`config.mk`:
```
export PLATFORM = sky130hd
export DESIGN_NAME = rsa_host_seq
export DESIGN_NICKNAME = d
export VERILOG_FILES = /design/src/rtl/rsa_pkg.sv /design/src/rtl/rsa_host_seq.sv
export SDC_FILE = /design/constraint.sdc
export NUM_CORES = 1
export LEC_CHECK = 0
export ABC_AREA = 0
export BUFFER_PORTS_ARGS = -buffer_cell sky130_fd_sc_hd__buf_2
export CAP_MARGIN = 10
export CORE_UTILIZATION = 33
export DETAILED_ROUTE_END_ITERATION = 16
export HOLD_SLACK_MARGIN = 0.06
export PLACE_DENSITY = 0.48
export SYNTH_ARGS = -nofsm -noshare
export SYNTH_HDL_FRONTEND = slang
export SYNTH_SLANG_ARGS = --single-unit
```
`constraint.sdc`:
```
create_clock -name clk -period 3 [get_ports clk]
set_input_delay 0.6 -clock clk [delete_from_list [all_inputs] [get_ports clk]]
set_output_delay 0.6 -clock clk [all_outputs]
set_load 0.01 [all_outputs]
```
`src/rtl/rsa_pkg.sv`:
```
// rtl/rsa_pkg.sv - shared state encoding and constants for the RSA host sequencer
package rsa_pkg;

   typedef enum logic [2:0] {
      S_IDLE,
      S_LOAD,
      S_START,
      S_WAIT,
      S_RD_REQ,
      S_RD_CAP,
      S_SEND
   } seq_state_t;

   localparam logic [1:0] RSEL_RES = 2'd0;
   localparam logic [1:0] RSEL_M   = 2'd1;
   localparam logic [1:0] RSEL_E   = 2'd2;
   localparam logic [1:0] RSEL_N   = 2'd3;

   localparam int DEF_KEY_BYTES = 32;
   localparam int DEF_WAIT_MAX  = 2000000;

endpackage

```
`src/rtl/rsa_host_seq.sv`:
```
// rtl/rsa_host_seq.sv - loads N/E/M from a host byte stream into the RSA core,
// runs it and streams the result back out
module rsa_host_seq
   import rsa_pkg::*;
#(
   parameter int KEY_BYTES = DEF_KEY_BYTES,
   parameter int WAIT_MAX  = DEF_WAIT_MAX
) (
   input  logic       clk,
   input  logic       reset,
   input  logic [7:0] in_data,
   input  logic       in_valid,
   output logic       in_ready,
   output logic [7:0] out_data,
   output logic       out_valid,
   input  logic       out_ready,
   output logic       core_we_n,
   output logic       core_oe_n,
   output logic       core_start,
   output logic [1:0] core_reg_sel,
   output logic [5:0] core_addr,
   output logic [7:0] core_wdata,
   input  logic [7:0] core_rdata,
   input  logic       core_busy,
   output logic       err_timeout,
   output logic       seq_busy
);

   localparam int CNT_W  = $clog2(3 * KEY_BYTES + 1);
   localparam int WAIT_W = $clog2(WAIT_MAX + 1);
   localparam logic [CNT_W-1:0]  CNT_TOTAL = CNT_W'(3 * KEY_BYTES);
   localparam logic [CNT_W-1:0]  RES_LAST  = CNT_W'(KEY_BYTES - 1);
   localparam logic [5:0]        ADDR_LAST = 6'(KEY_BYTES - 1);
   localparam logic [WAIT_W-1:0] WAIT_LAST = WAIT_W'(WAIT_MAX - 1);

   seq_state_t        state, state_nx;
   logic [CNT_W-1:0]  cnt, cnt_nx;
   logic [WAIT_W-1:0] wait_cnt, wait_nx;
   logic              busy_seen, busy_seen_nx;
   logic              in_ready_nx, out_valid_nx, we_nx, oe_nx, start_nx;
   logic              err_nx, seq_busy_nx;
   logic [7:0]        out_data_nx, wdata_nx;
   logic [1:0]        sel_nx;
   logic [5:0]        addr_nx;
   logic              accept;

   assign accept = in_valid & in_ready;

   always_ff @(posedge clk or negedge reset) begin
      if (!reset) begin
         state        <= S_IDLE;
         cnt          <= '0;
         wait_cnt     <= '0;
         busy_seen    <= 1'b0;
         in_ready     <= 1'b0;
         out_valid    <= 1'b0;
         out_data     <= 8'h00;
         core_we_n    <= 1'b1;
         core_oe_n    <= 1'b1;
         core_start   <= 1'b0;
         core_reg_sel <= RSEL_RES;
         core_addr    <= 6'd0;
         core_wdata   <= 8'h00;
         err_timeout  <= 1'b0;
         seq_busy     <= 1'b0;
      end else begin
         state        <= state_nx;
         cnt          <= cnt_nx;
         wait_cnt     <= wait_nx;
         busy_seen    <= busy_seen_nx;
         in_ready     <= in_ready_nx;
         out_valid    <= out_valid_nx;
         out_data     <= out_data_nx;
         core_we_n    <= we_nx;
         core_oe_n    <= oe_nx;
         core_start   <= start_nx;
         core_reg_sel <= sel_nx;
         core_addr    <= addr_nx;
         core_wdata   <= wdata_nx;
         err_timeout  <= err_nx;
         seq_busy     <= seq_busy_nx;
      end
   end

   // Every output is computed one cycle ahead here and registered above.
   always_comb begin
      state_nx     = state;
      cnt_nx       = cnt;
      wait_nx      = wait_cnt;
      busy_seen_nx = busy_seen;
      in_ready_nx  = 1'b0;
      out_valid_nx = out_valid;
      out_data_nx  = out_data;
      we_nx        = 1'b1;
      oe_nx        = 1'b1;
      start_nx     = 1'b0;
      sel_nx       = core_reg_sel;
      addr_nx      = core_addr;
      wdata_nx     = core_wdata;
      err_nx       = err_timeout;

      case (state)
         S_IDLE: begin
            if (accept) begin
               state_nx = S_LOAD;
               cnt_nx   = CNT_W'(1);
               we_nx    = 1'b0;
               wdata_nx = in_data;
               sel_nx   = RSEL_N;
               addr_nx  = 6'd0;
               err_nx   = 1'b0;
            end else begin
               in_ready_nx = 1'b1;
            end
         end
         S_LOAD: begin
            if (accept) begin
               we_nx    = 1'b0;
               wdata_nx = in_data;
               cnt_nx   = cnt + 1'b1;
               // Operand boundary: wrap the byte index and step N -> E -> M.
               if (core_addr == ADDR_LAST) begin
                  addr_nx = 6'd0;
                  sel_nx  = core_reg_sel - 2'd1;
               end else begin
                  addr_nx = core_addr + 6'd1;
               end
            end else if (cnt == CNT_TOTAL) begin
               state_nx     = S_START;
               start_nx     = 1'b1;
               busy_seen_nx = 1'b0;
               wait_nx      = '0;
            end else begin
               in_ready_nx = 1'b1;
            end
         end
         S_START: begin
            state_nx = S_WAIT;
         end
         S_WAIT: begin
            busy_seen_nx = busy_seen | core_busy;
            if (busy_seen && !core_busy) begin
               state_nx = S_RD_REQ;
               cnt_nx   = '0;
               sel_nx   = RSEL_RES;
               addr_nx  = 6'd0;
               oe_nx    = 1'b0;
            end else if (wait_cnt == WAIT_LAST) begin
               state_nx    = S_IDLE;
               err_nx      = 1'b1;
               in_ready_nx = 1'b1;
            end else begin
               wait_nx = wait_cnt + 1'b1;
            end
         end
         S_RD_REQ: begin
            state_nx = S_RD_CAP;
         end
         S_RD_CAP: begin
            out_data_nx  = core_rdata;
            out_valid_nx = 1'b1;
            state_nx     = S_SEND;
         end
         S_SEND: begin
            if (out_ready) begin
               out_valid_nx = 1'b0;
               cnt_nx       = cnt + 1'b1;
               if (cnt == RES_LAST) begin
                  state_nx    = S_IDLE;
                  in_ready_nx = 1'b1;
               end else begin
                  state_nx = S_RD_REQ;
                  oe_nx    = 1'b0;
                  addr_nx  = core_addr + 6'd1;
               end
            end
         end
         default: begin
            state_nx = S_IDLE;
         end
      endcase

      seq_busy_nx = (state_nx != S_IDLE);
   end

endmodule
```
==> results of run 1 <==
==> logic make-up after synthesis <==
| group | share of synthesized area |
|---|---|
| and+or+nand+nor | 0.265 |
| AOI/OAI and AO/OA | 0.158 |
| DFF | 0.480 |
| buffers and inverters | 0.0346 |
| muxes | 0.0365 |
| xor gates and xnor gates | 0.0107 |
| adders and majority gates | 0.0152 |
==> per-stage QoR <==
step | hold slack, ns | utilization | setup WS [ns]
after floorplan | 0.304 | - | 0.646
after global routing | 0.296 | 0.405 | 0.463
after detailed placement | 0.459 | 0.382 | 0.387
after CTS | 0.278 | 0.405 | 0.595
final | 0.269 | 0.405 | 0.620
after global placement | 0.452 | 0.382 | 0.438
==> layout by cell type, fill, tap and decap left out, drive strengths merged, types with 6 or more instances in the layout <==
cell	instances
nor2	18
nor2b	6
nand2b	10
mux2	8
or3	9
nand3	19
dfrtp	61
a21oi	19
nand4	8
clkbuf	10
inv	10
or4	8
buf	59
o21ai	31
o31ai	10
nand2	52
==> flip-flops by register name (all words and copies together), names as in the netlist, 2 cells and up <==
name and count:
cnt 7, core_addr 6, core_reg_sel 2, core_wdata 8, out_data 8, state 3, wait_cnt 21
==> power groups by stage <==
stage               Clock (mW)  Sequential [mW]  Combinational [mW]
global placement             0             1.27                1.19
detailed placement           0             1.27                1.20
CTS                      0.852             1.26                1.20
floorplan                    0             1.34               0.726
global route             0.880             1.30                1.35
finish                   0.817             1.26                1.19
==> final cells by class <==
class,instances,share of cell area
clock buffers,10,0.0350
clock inverters,6,0.0213
inverters,11,0.0118
multi-input cells,266,0.405
flip-flops and latches,63,0.401
well taps,133,0.0423
repair buffers,59,0.0833
==> worst max-delay path: cells and delay by family, from the launching register on <==
| family | cells | cell delay [ns] |
|---|---|---|
| adders and majority gates | 1 | 0.14 |
| DFF | 1 | 0.42 |
| AOI/OAI and AO/OA | 1 | 0.15 |
| and+or+nand+nor | 4 | 1.33 |
| buffers and inverters | 2 | 0.27 |
==> metal layers <==
layer  routed length (um)  vias to the layer above  track usage
li1                     -                     1402            -
met1                 3820                     1302        0.218
met2                 3400                       81        0.238
met3                  385                        8       0.0451
met4                   74                        0       0.0560
met5                    0                        -            0
==> worst paths after layout <==
check,slack (ns),end,from
worst max-delay path,0.62,wait_cnt[11],cnt[0]
worst min-delay path,0.27,core_wdata[1],reset
worst max register to register,0.62,wait_cnt[11],cnt[0]
worst min register to register,0.47,core_wdata[2],core_wdata[2]
max in group asynchronous,2.05,core_oe_n,reset
min in group clk,0.45,core_wdata[6],in_data[6]
==> results.toml, run 1 <==
[power_and_ir_drop]
pwr-share-clk = 0.250
p_sw_mw = 1.20
p_sw_frac = 0.367
ir_drop_v = 0.000378
pwr-share-seq = 0.386
power.density_nw_per_um2 = 830
pwr-share-comb = 0.364
leakage_nw = 1.76
internal_power_mw = 2.07
p_total_mw = 3.27

[cts]
htreeDepth = 3
cts_setup_buffers = 0
tritoncts = "built"
cts_hold_buf = 0
clock_latency_ns = 0.34
cts_made_buffers = 9
ctsResizeCount = 0
clockBufferDepth = 2
clk_pin_slew_ns = 0.07
root_buffer = "clkbuf_8"
cts.sinks = 63

[detailed_routing]
via_count = 2793
drtAntennaViolNets = 0
vias_per_cell = 5.10
drc_errors = 0
drt_wl_total_mm = 7.68
firstDrtPassIters = 4
drtIter0Drc = 141
wl_per_cell_um = 14.0

[die]
die-width_um = 102
core_area_um2 = 9730
num_io_pins = 52
rows = 36
die_area_um2 = 10400
start_util = 0.338
die_y_um = 102

[run_status]
status = "completed"

[layout]
final_nets = 435
n_fill_cell = 1016
final_area_um2 = 3940
regArea_um2 = 1580
areaGrowthSynthToFinish_pct = 19.7
final_layout_size_suffix_gt1_frac = 0.224
multi_input_area_um2 = 1600
fin_cells = 548
diodes = 0

[worst_setup_path]
cpMostUsedCell = "or4_1"
path_class = "reg -> reg"
cp.required_ns = 3.27
slowest_delay_ns = 0.59
worstPathCellList = "inv_1, ha_1, nand2b_1, or4_1, clkinv_4, nor2_2, or4_1, a21oi_1"
critPathMaxFanout = 22
worstPathArrival_ns = 2.65
critPathLaunchType = "register"
cp-end-kind = "register"
r2r_cells = 8
cp_slowest_cell = "or4_1"

[synth]
yosysSeqAreaShare = 0.480
synth_fp_nets = 377
syn-mean-instance-area_um2 = 9.34
synth_area_leaders = "dfrtp_1 46%, nand2_1 5.9%, o21ai_0 4.1%"
yosysWarnings = 0
synth_edf_count = 0
yosysMostFrequentCell = "dfrtp_1"
syn_inst = 352
yosysTopAreaCell = "dfrtp_1"
synth_top_cell_area_share = 0.464
synth_cell_types = 56
synth-seq-cells = 63
synth_area_um2 = 3290
synth_commonest_cells = "61 x dfrtp_1, 52 x nand2_1, 27 x o21ai_0"
ys.flop_type = "dfrtp_1"
ys_async_sr_fraction = 1.00

[run]
cap_violations = 0

[timing]
finalSetupTns_ns = 0
setup_viol = 0
maxSlewHeadroom = 0.553
tightest_slew_ns = 0.669
period_needed_ns = 2.38
skew_ns = 0.0128
maxSlewViolCount = 0
fmax_mhz = 420
hold_viol = 0
grt_setup_unrepaired = "no"
post-route-period-util = 0.793

[global_route]
grt_max_degree = 40
grt_pass1_wl_mm = 12.5
track_usage = 0.158
antenna_found_initial = 0
overflow = 0
grt_pass1_vias = 2495

[placement]
placed_cell_area_um2 = 3710
port_buffers = 51
dp_hpwl_mm = 5.42
dp_cells = 532
gp_congestion = 0.744

[min_path]
min_path_type = "in -> async"
(Power assumes the default switching activity.)
==> run 2: changes to the inputs <==
--- a/config.mk
+++ b/config.mk
@@ -5,13 +5,13 @@
 export SDC_FILE = /design/constraint.sdc
 export NUM_CORES = 1
 export LEC_CHECK = 0
-export ABC_AREA = 0
+export ABC_AREA = 1
 export BUFFER_PORTS_ARGS = -buffer_cell sky130_fd_sc_hd__buf_2
 export CAP_MARGIN = 10
 export CORE_UTILIZATION = 33
 export DETAILED_ROUTE_END_ITERATION = 16
 export HOLD_SLACK_MARGIN = 0.06
-export PLACE_DENSITY = 0.48
+export PLACE_DENSITY = 0.5
 export SYNTH_ARGS = -nofsm -noshare
 export SYNTH_HDL_FRONTEND = slang
 export SYNTH_SLANG_ARGS = --single-unit
==> constraint.sdc (replaced) <==
create_clock -name clk -period 2.05 [get_ports clk]
set_input_delay 0.41 -clock clk [delete_from_list [all_inputs] [get_ports clk]]
set_output_delay 0.41 -clock clk [all_outputs]
set_load 0.01 [all_outputs]
==> run 2 against run 1 <==
Effect of this change: sequential power up 45%; routed wire length is 11% higher; synthesized area increased by 7.1%; clock skew fell by 0.0036 ns; core utilization increased by 0.18 points; setup slack got worse by 0.41 ns; via count grew 12%; fmax grew 29%; sequential share of layout area decreased by 2.5 points; clock-buffer cell count fell by 1; hold slack got worse by 0.015 ns; cell area rose by 6.6%; largest cell class unchanged.
==> results.toml, run 2 <==
[die]
die-width_um = 105
start_util = 0.341
num_io_pins = 52
rows = 37
core_area_um2 = 10300
die_area_um2 = 11100
die_y_um = 105

[synth]
synth_area_leaders = "dfrtp_1 43%, nand2_1 16%, nand3_1 5.8%"
yosysTopAreaCell = "dfrtp_1"
yosysWarnings = 0
ys.flop_type = "dfrtp_1"
synth_cell_types = 30
ys_async_sr_fraction = 1.00
syn-mean-instance-area_um2 = 7.74
syn_inst = 455
yosysMostFrequentCell = "nand2_1"
synth_fp_nets = 480
yosysSeqAreaShare = 0.448
synth_commonest_cells = "151 x nand2_1, 61 x dfrtp_1, 50 x nor2_1"
synth_edf_count = 0
synth_top_cell_area_share = 0.434
synth_area_um2 = 3520
synth-seq-cells = 63

[timing]
finalSetupTns_ns = 0
period_needed_ns = 1.84
hold_slack_ns = 0.254
hold_viol = 0
setup_viol = 0
maxSlewHeadroom = 0.572
fmax_mhz = 544
post-route-period-util = 0.897
grt_setup_unrepaired = "no"
skew_ns = 0.00925
tightest_slew_ns = 0.637
maxSlewViolCount = 0
worst_slack_ns = 0.210

[global_route]
grt.met1_usage = 0.199
track_usage = 0.166
grt.met3_usage = 0.0482
grt_use_met2 = 0.285
grt_max_degree = 26
top_usage_layer = "met2"
grt_pass1_wl_mm = 14.4
grt_pass1_vias = 2980
overflow = 0
antenna_found_initial = 0

[placement]
dp_hpwl_mm = 6.33
post-place-ws_ns = 0.184
gp_congestion = 0.886
dp_cells = 644
port_buffers = 51

[detailed_routing]
firstDrtPassIters = 4
drtAntennaViolNets = 0
wl_per_cell_um = 12.8
drc_errors = 0
vias_per_cell = 4.70
drt_wl_total_mm = 8.53
via_count = 3131
drtIter0Drc = 116

[power_and_ir_drop]
p_total_mw = 4.60
ir_drop_v = 0.000559
pwr-share-seq = 0.397
internal_power_mw = 2.71
p_sw_mw = 1.89
pwr-share-clk = 0.212
leakage_nw = 1.94
p_sw_frac = 0.411
power.density_nw_per_um2 = 1100
pwr-share-comb = 0.392

[layout]
largest_reg_flops = 21
fin_cells = 666
layout_commonest_cell = "nand2_1"
regArea_um2 = 1580
areaGrowthSynthToFinish_pct = 19.2
final_nets = 550
multi_input_area_um2 = 1730
final_layout_size_suffix_gt1_frac = 0.226
top_register = "wait_cnt"
n_fill_cell = 1089
diodes = 0
final_cell_mix = "151 x nand2_1, 61 x dfrtp_1, 51 x buf_2"
reg.largest.list = "wait_cnt x21, core_wdata x8, out_data x8"

[worst_setup_path]
worstReg2RegStart = "state[0]"
cp-end-kind = "register"
cp.required_ns = 2.29
worstPathArrival_ns = 2.08
reg2reg_slack_ns = 0.21
path_class = "reg -> reg"
critPathMaxFanout = 17
r2r_cells = 10
reg2reg_to = "core_reg_sel[1]"
critPathLaunchType = "register"

[cts]
clock_latency_ns = 0.35
clockBufferDepth = 2
tritoncts = "built"
root_buffer = "clkbuf_8"
cts_made_buffers = 9
clk_pin_slew_ns = 0.08
htreeDepth = 3
cts.sinks = 63

[min_path]
min_path_type = "in -> reg"
hold_start = "in_data[0]"
whs_path_depth = 3
hold-path-endpoint = "core_wdata[0]"

[run_status]
status = "completed"

[run]
cap_violations = 0
==> run 2: cell count changes in the layout (fill, tap and decap cells not counted), moves of 11 or more <==
cell     previous run  this run
nand2_1            52       151
nor2_1             16        50
inv_1               9        35
nand3_1            19        41
o21ai_2             0        12
o21ai_0            27        16
==> run 2: worst max path at each step <==
stage / from / slack [ns] / cells past startpoint / end
finish: state[0] / 0.21 / 10 / core_reg_sel[1]
global route: state[0] / 0.002 / 7 / core_reg_sel[1]
CTS: state[0] / 0.16 / 8 / core_reg_sel[1]
detailed placement: state[0] / 0.18 / 8 / core_reg_sel[1]
global placement: state[0] / 0.19 / 8 / core_addr[1]
floorplan: wait_cnt[0] / 0.45 / 8 / wait_cnt[16]
==> run 2: cell families (layout without fill, tap and decap cells) <==
kind of cell,count (synthesis),after routing,share of synthesized area
XOR/XNOR,11,11,0.0274
AO/OA/AOI/OAI,49,49,0.0874
multiplexers,8,8,0.0256
flip-flops,63,63,0.448
buffers and inverters,46,121,0.0608
AND/OR/NAND/NOR,274,274,0.336
adder cells (fa/ha/maj),4,4,0.0142
==> run 2: per-stage QoR <==
| stage | area, um^2 | utilization |
|---|---|---|
| 3_3_place_gp | 3980 | 0.385 |
| 2_1_floorplan | 3520 | - |
| 4_1_cts | 4160 | 0.403 |
| 6_report | 4200 | 0.406 |
| 3_5_place_dp | 3980 | 0.385 |
| 5_1_grt | 4200 | 0.406 |
==> run 2: what timing repair did <==
action                                  in CTS  in global routing
buffers inserted                             0                  5
endpoints found under the setup margin       0                  4
hold endpoints to repair                    13                  0
gates resized for setup                      0                  0
hold buffers                                 1                  0
==> run 2: layer usage <==
metal	vias up	routed length, um
met1	1467	3850
met2	39	4280
li1	1616	-
met3	9	271
met4	0	119
met5	-	0
==> run 2: worst max-delay path, cell delays in order, from the launching register on <==
cell and delay [ns]:
dfrtp_1 0.43, inv_2 0.16, nor2_4 0.05, nand2_2 0.17
nor2_4 0.08, inv_2 0.09, nand2_1 0.08, nor2_4 0.33
nand2_1 0.16, nand2_1 0.08, o21ai_0 0.08
==> run 2: cell type report <==
class                   count  share of cell area
multi-input cells         346               0.412
flip-flops and latches     63               0.376
repair buffers             67              0.0960
well taps                 136              0.0406
inverters                  38              0.0340
clock buffers               9              0.0295
clock inverters             7              0.0116
==> run 2: power groups by stage <==
stage | sequential [mW] | combinational, mW | clock, mW
final | 1.83 | 1.80 | 0.973
after global routing | 1.87 | 2.03 | 1.08
after CTS | 1.83 | 1.81 | 1.03
after detailed placement | 1.85 | 1.80 | 0
after global placement | 1.84 | 1.79 | 0
after floorplan | 1.93 | 1.12 | 0
